$ cat src/rtl/mul_pkg.sv
// Shared definitions for the multi-cycle multiply sequencer: ALUControl
// multiply encodings, sequencer state type and an op-validity helper.
package mul_pkg;

  localparam logic [2:0] OP_MUL   = 3'b101;
  localparam logic [2:0] OP_UMULL = 3'b110;
  localparam logic [2:0] OP_SMULL = 3'b111;

  typedef enum logic [1:0] {
    S_IDLE = 2'd0,
    S_CALC = 2'd1,
    S_WLO  = 2'd2,
    S_WHI  = 2'd3
  } state_t;

  function automatic logic isValidOp(input logic [2:0] opCode);
    return (opCode == OP_MUL) || (opCode == OP_UMULL) || (opCode == OP_SMULL);
  endfunction

endpackage

$ cat src/rtl/mul_shift_add.sv
// Radix-2 shift-add datapath: accumulator, multiplicand shift register,
// multiplier shift register, bit counter and final sign correction.
// Optional macro MUL_EARLY_EXIT_EN ends the iteration once no set
// multiplier bits remain.
module mul_shift_add
  import mul_pkg::*;
#(
  parameter int WIDTH = 32
) (
  input  logic                 clk,
  input  logic                 reset,
  input  logic                 i_load,
  input  logic                 i_step,
  input  logic                 i_signed,
  input  logic [WIDTH-1:0]     i_a,
  input  logic [WIDTH-1:0]     i_b,
  output logic                 o_last,
  output logic [2*WIDTH-1:0]   o_prodNext,
  output logic [2*WIDTH-1:0]   o_product
);

  localparam int CW = $clog2(WIDTH + 1);
  localparam logic [CW-1:0] LAST_COUNT = CW'(WIDTH - 1);

  logic [2*WIDTH-1:0] r_acc;
  logic [2*WIDTH-1:0] r_mcand;
  logic [WIDTH-1:0]   r_mplier;
  logic [CW-1:0]      r_count;
  logic               r_neg;

  logic [WIDTH-1:0]   w_magA;
  logic [WIDTH-1:0]   w_magB;
  logic [2*WIDTH-1:0] w_accNext;

  // Signed operands are reduced to magnitudes; the most negative value maps
  // to 2^(WIDTH-1), which the unsigned WIDTH-bit register holds exactly.
  always_comb begin
    w_magA = (i_signed && i_a[WIDTH-1]) ? (~i_a + 1'b1) : i_a;
    w_magB = (i_signed && i_b[WIDTH-1]) ? (~i_b + 1'b1) : i_b;
  end

  // One multiplier bit per step: add the shifted multiplicand when the bit
  // is set, and apply the sign correction to the value being finalised.
  always_comb begin
    w_accNext  = r_mplier[0] ? (r_acc + r_mcand) : r_acc;
    o_prodNext = r_neg ? (~w_accNext + 1'b1) : w_accNext;
`ifdef MUL_EARLY_EXIT_EN
    o_last     = (r_mplier[WIDTH-1:1] == '0) || (r_count == LAST_COUNT);
`else
    o_last     = (r_count == LAST_COUNT);
`endif
  end

  // Load operands on accept, then iterate; the last step stores the
  // sign-corrected product so the high half is ready for the second write.
  always_ff @(posedge clk or posedge reset) begin
    if (reset) begin
      r_acc    <= '0;
      r_mcand  <= '0;
      r_mplier <= '0;
      r_count  <= '0;
      r_neg    <= 1'b0;
    end else if (i_load) begin
      r_acc    <= '0;
      r_mcand  <= {{WIDTH{1'b0}}, w_magA};
      r_mplier <= w_magB;
      r_count  <= '0;
      r_neg    <= i_signed & (i_a[WIDTH-1] ^ i_b[WIDTH-1]);
    end else if (i_step) begin
      r_acc    <= o_last ? o_prodNext : w_accNext;
      r_mcand  <= r_mcand << 1;
      r_mplier <= r_mplier >> 1;
      r_count  <= r_count + 1'b1;
    end
  end

  assign o_product = r_acc;

endmodule

$ cat src/rtl/mul_seq.sv
// Multi-cycle multiply sequencer (MUL, UMULL, SMULL) for the multicycle ARM
// core: accepts a request, runs the shift-add datapath and sequences one or
// two register-file writes with N/Z flags on the final write.
// Optional macro MUL_EARLY_EXIT_EN shortens the calculation phase.
module mul_seq
  import mul_pkg::*;
#(
  parameter int WIDTH = 32
) (
  input  logic             clk,
  input  logic             reset,
  input  logic             start,
  input  logic [2:0]       op,
  input  logic [WIDTH-1:0] a,
  input  logic [WIDTH-1:0] b,
  output logic             busy,
  output logic             wr_en,
  output logic             wr_sel,
  output logic [WIDTH-1:0] wr_data,
  output logic             done,
  output logic [1:0]       flags_nz
);

  state_t             r_state;
  logic [2:0]         r_op;

  logic               w_accept;
  logic               w_step;
  logic               w_last;
  logic [2*WIDTH-1:0] w_prodNext;
  logic [2*WIDTH-1:0] w_product;

  assign w_accept = (r_state == S_IDLE) && start && isValidOp(op);
  assign w_step   = (r_state == S_CALC);

  mul_shift_add #(
    .WIDTH (WIDTH)
  ) u_datapath (
    .clk        (clk),
    .reset      (reset),
    .i_load     (w_accept),
    .i_step     (w_step),
    .i_signed   (op == OP_SMULL),
    .i_a        (a),
    .i_b        (b),
    .o_last     (w_last),
    .o_prodNext (w_prodNext),
    .o_product  (w_product)
  );

  // Sequencer FSM with registered write, done and flag outputs.
  always_ff @(posedge clk or posedge reset) begin
    if (reset) begin
      r_state  <= S_IDLE;
      r_op     <= '0;
      busy     <= 1'b0;
      wr_en    <= 1'b0;
      wr_sel   <= 1'b0;
      wr_data  <= '0;
      done     <= 1'b0;
      flags_nz <= '0;
    end else begin
      case (r_state)
        S_IDLE: begin
          if (w_accept) begin
            r_state <= S_CALC;
            r_op    <= op;
            busy    <= 1'b1;
          end
        end
        S_CALC: begin
          if (w_last) begin
            r_state <= S_WLO;
            wr_en   <= 1'b1;
            wr_sel  <= 1'b0;
            wr_data <= w_prodNext[WIDTH-1:0];
            if (r_op == OP_MUL) begin
              done     <= 1'b1;
              flags_nz <= {w_prodNext[WIDTH-1], (w_prodNext[WIDTH-1:0] == '0)};
            end
          end
        end
        S_WLO: begin
          if (r_op == OP_MUL) begin
            r_state  <= S_IDLE;
            busy     <= 1'b0;
            wr_en    <= 1'b0;
            wr_data  <= '0;
            done     <= 1'b0;
            flags_nz <= '0;
          end else begin
            r_state  <= S_WHI;
            wr_sel   <= 1'b1;
            wr_data  <= w_product[2*WIDTH-1:WIDTH];
            done     <= 1'b1;
            flags_nz <= {w_product[2*WIDTH-1], (w_product == '0)};
          end
        end
        S_WHI: begin
          r_state  <= S_IDLE;
          busy     <= 1'b0;
          wr_en    <= 1'b0;
          wr_sel   <= 1'b0;
          wr_data  <= '0;
          done     <= 1'b0;
          flags_nz <= '0;
        end
        default: begin
          r_state <= S_IDLE;
        end
      endcase
    end
  end

endmodule
$ cat config.mk
export PLATFORM = sky130hd
export DESIGN_NAME = mul_seq
export DESIGN_NICKNAME = d
export VERILOG_FILES = /design/src/rtl/mul_pkg.sv /design/src/rtl/mul_shift_add.sv /design/src/rtl/mul_seq.sv
export SDC_FILE = /design/constraint.sdc
export NUM_CORES = 1
export LEC_CHECK = 0
export ABC_AREA = 1
export CAP_MARGIN = 30
export CORE_MARGIN = 2
export CORE_UTILIZATION = 40
export DETAILED_ROUTE_END_ITERATION = 10
export PLACE_DENSITY = 0.54
export SLEW_MARGIN = 20
export SYNTH_ARGS = -nofsm -noshare
export SYNTH_HDL_FRONTEND = slang
export SYNTH_SLANG_ARGS = --single-unit
$ cat constraint.sdc
create_clock -name clk -period 17.85 [get_ports clk]
set_clock_uncertainty 0.2 [all_clocks]
set_input_delay 1.785 -clock clk [delete_from_list [all_inputs] [get_ports clk]]
set_output_delay 1.785 -clock clk [all_outputs]
set_load 0.01 [all_outputs]
# --- After elaboration in Yosys (flattened, before gate mapping) ---
# Cells that the tools add are included.
totals:
  ff_bits: 210
  inputBits: 70
  output_inout_bits: 38
  word_cells: 91
op_classes:
  add_sub_neg: 5
  n_eq_ne: 13
  n_mux: 36
  bitwise: 5
  reduce_logical: 19
op_table:
  columns: ["op", "n"]
  rows:
  - ["$mux 64", 7]
  - ["$mux 32", 6]
  - ["$pmux 32 s3", 1]
  - ["$add 32x1->32 const B", 2]
  - ["$add 64x1->64 const B", 1]
  - ["$add 64x64->64", 1]
  - ["$logic_not 64->1", 1]
  - ["$not 32->32", 2]
  - ["$not 64->64", 1]
  - ["$logic_not 32->1", 1]
  - ["$eq 3x3->1 const B", 4]
  - ["$mux 2", 6]
  - ["$mux 6", 2]
  - ["$pmux 1 s3", 4]
  - ["$reduce_and 3->1", 4]
  - ["$mux 1", 8]
  - ["$ne 2x2->1 const B", 4]
  - ["$pmux 2 s4", 1]
  - ["$add 6x1->6 const B", 1]
  - ["$eq 6x5->1 const B", 1]
  - ["$pmux 2 s3", 1]
  - ["$reduce_and 2->1", 3]
  - ["$reduce_bool 3->1", 2]
  - ["$eq 2x2->1 const B", 2]
  - ["other kinds (8)", 12]

# --- Longest topological paths before layout ---
depth:
  ltp_word: 9
  mapped_depth: 26
  depth_no_buf: 26

# --- By module ---
# A second synthesis with hierarchy kept.
unflattened:
  hier_cells: 3517
  area_unflattened_um2: 20537.2
modules_own_cells:
  columns: ["mod", "instances", "cells_per_inst", "area_each_um2", "seq_area_each_um2"]
  rows:
  - ["mul_shift_add", 1, 3222, 18246.2, 4179.0]
  - ["mul_seq", 1, 295, 2290.9, 1076.0]

# --- Least setup slack after synthesis ---
# OpenSTA, ideal clock, no wires.
synth_path:
  kind: "input to register"
  start: "in a[0]"
  end: "reg u_datapath.r_mcand[30]"
  setup_time_ps: 124
  t_arrival_ps: 3820
  t_required_ps: 17526
  path_slack_ps: 13707
  cell_stages: 17
  path_buffers: 0
  cell_sequence: "inv_1 -> ha_1 -> nand3_1 -> nor3_2 -> nand3_1 -> nor3_2 -> nand4_1 -> nor2_1 -> nand3_1 -> nor3_2 -> inv_2 -> nor2_1 -> nand3_1 -> nor2_1 -> nand2_1 -> a21oi_1 -> o21bai_1"
synth_between:
  elab_chain_len: 4
synth_lines:
  columns: ["item", "line", "source"]
  rows:
  - ["start: declaration", "mul_seq.sv:14", "input logic [WIDTH-1:0] a,"]
  - ["$not 32->32", "mul_shift_add.sv:38", "w_magA = (i_signed && i_a[WIDTH-1]) ? (~i_a + 1'b1) : i_a;"]
  - ["$add 32x1->32", "mul_shift_add.sv:38", null]
  - ["$mux 32", "mul_shift_add.sv:38", null]
  - ["$mux 64", "mul_shift_add.sv:63", "end else if (i_load) begin"]
  - ["end signal: assignment", "mul_shift_add.sv:65", "r_mcand <= {{WIDTH{1'b0}}, w_magA};"]
  - ["end signal: assignment", "mul_shift_add.sv:71", "r_mcand <= r_mcand << 1;"]
  - ["end: declaration", "mul_shift_add.sv:26", "logic [2*WIDTH-1:0] r_mcand;"]
# Every way passes these cells.
# A chain may end at the register's enable or synchronous reset.

# --- Worst setup path in the final report ---
layout_path:
  start: "reg u_datapath.r_mplier[0]"
  end: "reg flags_nz[0]"
layout_between:
  elab_chain_len: 8
layout_lines:
  columns: ["item", "line", "source"]
  rows:
  - ["start: declaration", "mul_shift_add.sv:27", "logic [WIDTH-1:0] r_mplier;"]
  - ["start signal: assignment", "mul_shift_add.sv:66", "r_mplier <= w_magB;"]
  - ["start signal: assignment", "mul_shift_add.sv:72", "r_mplier <= r_mplier >> 1;"]
  - ["$mux 64 *", "mul_shift_add.sv:45", "w_accNext = r_mplier[0] ? (r_acc + r_mcand) : r_acc;"]
  - ["$not 64->64", "mul_shift_add.sv:46", "o_prodNext = r_neg ? (~w_accNext + 1'b1) : w_accNext;"]
  - ["$add 64x1->64", "mul_shift_add.sv:46", null]
  - ["$mux 64 *", "mul_shift_add.sv:46", null]
  - ["$logic_not 32->1 *", "mul_seq.sv:79", "flags_nz <= {w_prodNext[WIDTH-1], (w_prodNext[WIDTH-1:0] == '0)};"]
  - ["$mux 2 *", "mul_seq.sv:77", "if (r_op == OP_MUL) begin"]
  - ["$mux 2 *", "mul_seq.sv:72", "if (w_last) begin"]
  - ["$pmux 2 s3 *", "mul_seq.sv:63", "case (r_state)"]
  - ["end signal: assignment", "mul_seq.sv:79", null]
  - ["end signal: assignment", "mul_seq.sv:96", "flags_nz <= {w_product[2*WIDTH-1], (w_product == '0)};"]
  - ["end: declaration", "mul_seq.sv:21", "output logic [1:0] flags_nz"]
# Mark *: on every way between the ends. The rest lies on a longest branch, timed or not. The select of a mux whose other input is x is not followed.

==> summary.txt <==
Run status
  – Status: finished clean

Global routing
  – Initial antenna violation count: 2
  – GR Util All Layers: 0.325
  – Vias in the first global route: 20,400
  – First-pass GRT wire length: 124,000 um
  – Largest net degree at the start of global routing: 78
  – Grt ovf: 0

Critical path
  – Startpoint types: flop
  – RR Endpoint: flags_nz[0]
  – WS Path Type: reg2reg
  – Reg2reg setup slack: 13,160 ps
  – Worst-path fanout max: 52
  – Worst setup EP type: flop
  – R2R depth: 19
  – WP data required: 18,110 ps
  – R2r startpoint: u_datapath.r_mplier[0]
  – Crit path arrival time: 4950 ps

Logic synthesis
  – Cells after Synth: 3,281
  – Top_reg_cell synth: dfrtp_1
  – Seq/Total Area, Yosys: 0.269
  – Avg Inst Size Synth: 5.96 um^2
  – Proportion of synthesized area in mux cells: 0
  – Netlist cell types: 52
  – Xor/xnor share of the synthesized area: 0.00716
  – Mapped cell area: 0.0196 mm^2
  – Yosys Warn Count: 0
  – Fraction of registers with async set/reset: 1.00
  – Simple-gate area share of the yosys netlist: 0.442
  – Synthesized-area fraction occupied by adder cells: 0.0439
  – Post-Syn Nets: 3,419
  – Compound-cell area share of the yosys netlist: 0.122
  – Post-synth EDFFs: 0
  – Main combinational cell family by area after synthesis: simple AND/OR/NAND/NOR gates
  – #FFs+latches synth: 210

Floorplan
  – Die area: 0.0507 mm^2
  – Initial core utilization: 0.402
  – Die height: 225 um
  – IO Pins: 108
  – Core ar.: 0.0486 mm^2
  – Floorplan row count: 81
  – Die extent in x: 225 um

Flow run
  – MaxCap Viol Count: 0

Timing
  – Period utilisation layout: 0.263
  – RSZ-0062 raised after global routing: no
  – Final setup TNS: 0 ps
  – Max frequency: 0.213 GHz
  – Final Worst Setup Slack: 13,160 ps
  – Fin crit period: 4690 ps
  – Worst-Margin Slew: 1010 ps
  – Fin. max-slew vios: 0
  – Final Hold Fails: 0
  – Slew Limit Headroom: 0.322
  – Final setup vio count: 0

Finish
  – Most frequent cells in the layout: 1,095 x nand2_1, 481 x inv_1, 379 x nand3_1
  – Layout cells sized above 1: 0.0619
  – Final #Nets: 3,479
  – Fillers: 5,197
  – Area grow syn2layout: 13.3%
  – Most common cell after layout, fill and taps aside: nand2_1
  – Post-Layout Inst Area: 0.0222 mm^2

CTS
  – CTS tree: yes
  – Max Buffers Root-to-Sink: 3
  – CTS buffer count: 24
  – Sink Count: 210
  – Post-CTS sizing: 0
  – H-tree levels: 1
  – CTS Hold Bufs: 0
  – Clk_lat worst skew: 540 ps
  – Clock slew at reported path FFs: 60 ps
  – Postcts setup bufs: 0
  – Root buf cell: clkbuf_16

Placed design
  – Final Wtd Congestion: 1.01
  – DPL Wire Length: 66,300 um
  – Worst slack, placed: 12,810 ps
  – Port Buffers: 107
  – Placed cell areas: 0.0213 mm^2

Detailed routing
  – DR top layer: met5
  – Routed met2 length: 33,700 um
  – Met3 Wirelength: 7210 um
  – M1 WL: 39,200 um
  – Drt total wl: 82,600 um
  – Final ANT Viol Nets: 0
  – Post-route DRC: 0
  – 1st-iter DRT viols: 2,211
  – Detailed Routing Iterations Pass 1: 5
  – Vias per inst: 5.51
  – WL/cell: 20.8 um
  – Vias: 21,900

Worst hold path
  – Hold Path End: r_op[2]
  – Hold path startpoint: r_op[2]
  – Hold Path Depth: 2
  – Hold Path Class: reg2reg

Power and ir drop
  – Worst vdd ir: 0.0512 mV
  – Pwr/cell area: 47.9 mW/mm^2
  – Leakage: 11.1 nW
-- cells by family (layout without fill, tap and decap cells) --
family | count (synthesis) | after routing
DFF | 210 | 210
buffers and inverters | 598 | 675
adders and majority gates | 68 | 68
other | 0 | 1
AOI/OAI and AO/OA | 391 | 391
and+or+nand+nor | 1998 | 1998
xor gates and xnor gates | 16 | 16
-- area by class of cell --
| type | count | area, um^2 | area share |
|---|---|---|---|
| Antenna cell | 1 | 2.50 | 0.000113 |
| Clock buffer | 36 | 707 | 0.0319 |
| Clock inverter | 7 | 139 | 0.00626 |
| Inverter | 500 | 1890 | 0.0850 |
| Multi-Input combinational cell | 2473 | 12100 | 0.544 |
| Sequential cell | 210 | 5260 | 0.237 |
| Tap cell | 622 | 778 | 0.0351 |
| Timing Repair Buffer | 132 | 1330 | 0.0600 |
-- per-stage QoR --
stage,std cells,hold WS [ps],power [mW],util
floorplan,3281,222,0.505,-
global placement,3932,238,0.532,0.436
detailed placement,3934,246,0.533,0.437
CTS,3977,261,1.07,0.454
global route,3981,318,1.09,0.456
finish,3981,260,1.06,0.456
-- cell usage after synthesis (17+ instances only) --
master    instances  share of area
nor4_1           17         0.0054
nand2_2          41          0.013
nor3_1           20         0.0051
o221ai_1         68          0.030
nand2_1        1095           0.21
inv_1           483          0.093
clkbuf_1         68          0.013
o211ai_1         25         0.0096
nor2_1          310          0.059
o21ai_0         107          0.027
nor2_2           26         0.0083
nand4_1          41          0.013
a21oi_1         138          0.035
dfrtp_1         210           0.27
ha_1             67          0.043
nand3_1         379          0.097
-- where the power goes --
part | internal, mW | switching, mW | total, mW
combinational | 0.0202 | 0.0287 | 0.0489
clock | 0.330 | 0.207 | 0.538
sequential | 0.476 | 0 | 0.476
total | 0.827 | 0.236 | 1.06
-- registers in the layout, summed over array words and instances, names as in the netlist --
| name | count |
|---|---|
| flags_nz | 2 |
| done | 1 |
| u_datapath.r_count | 6 |
| r_op | 3 |
| wr_en | 1 |
| u_datapath.r_mplier | 32 |
| u_datapath.r_mcand | 64 |
| r_state | 2 |
| busy | 1 |
| wr_sel | 1 |
| u_datapath.o_product | 64 |
| wr_data | 32 |
| u_datapath.r_neg | 1 |
-- how the worst max path moves through the flow --
stage / start / end / slack (ps) / cells past startpoint
floorplan: reset / busy / 10130 / 1
global placement: b[0] / u_datapath.r_mplier[28] / 12860 / 19
detailed placement: b[0] / u_datapath.r_mplier[28] / 12810 / 18
CTS: u_datapath.r_mplier[0] / flags_nz[0] / 13250 / 19
global route: b[0] / u_datapath.r_mplier[28] / 12920 / 19
finish: u_datapath.r_mplier[0] / flags_nz[0] / 13160 / 19
-- layer usage --
metal	vias up	global-route usage
met4	2	0.0936
met2	786	0.476
li1	10700	-
met5	-	0
met1	10300	0.482
met3	106	0.0630
-- critical path, cell delays in order (launching register included) --
cell      delay (ps)
dfrtp_4          540
inv_2            220
buf_4            580
nand2_1          150
nand2_2          230
ha_1             270
o21ai_0          780
nand3_1          160
nor2_1           160
nand3_1           90
nor2_1            90
nand2_1           60
nand3b_1         170
nor2_1           110
nand3_1          120
nor2_1           230
nand3_1          120
nor2_1           100
nand3_1           90
a21oi_1          140
Note: power is estimated with default switching activity, not from simulation.
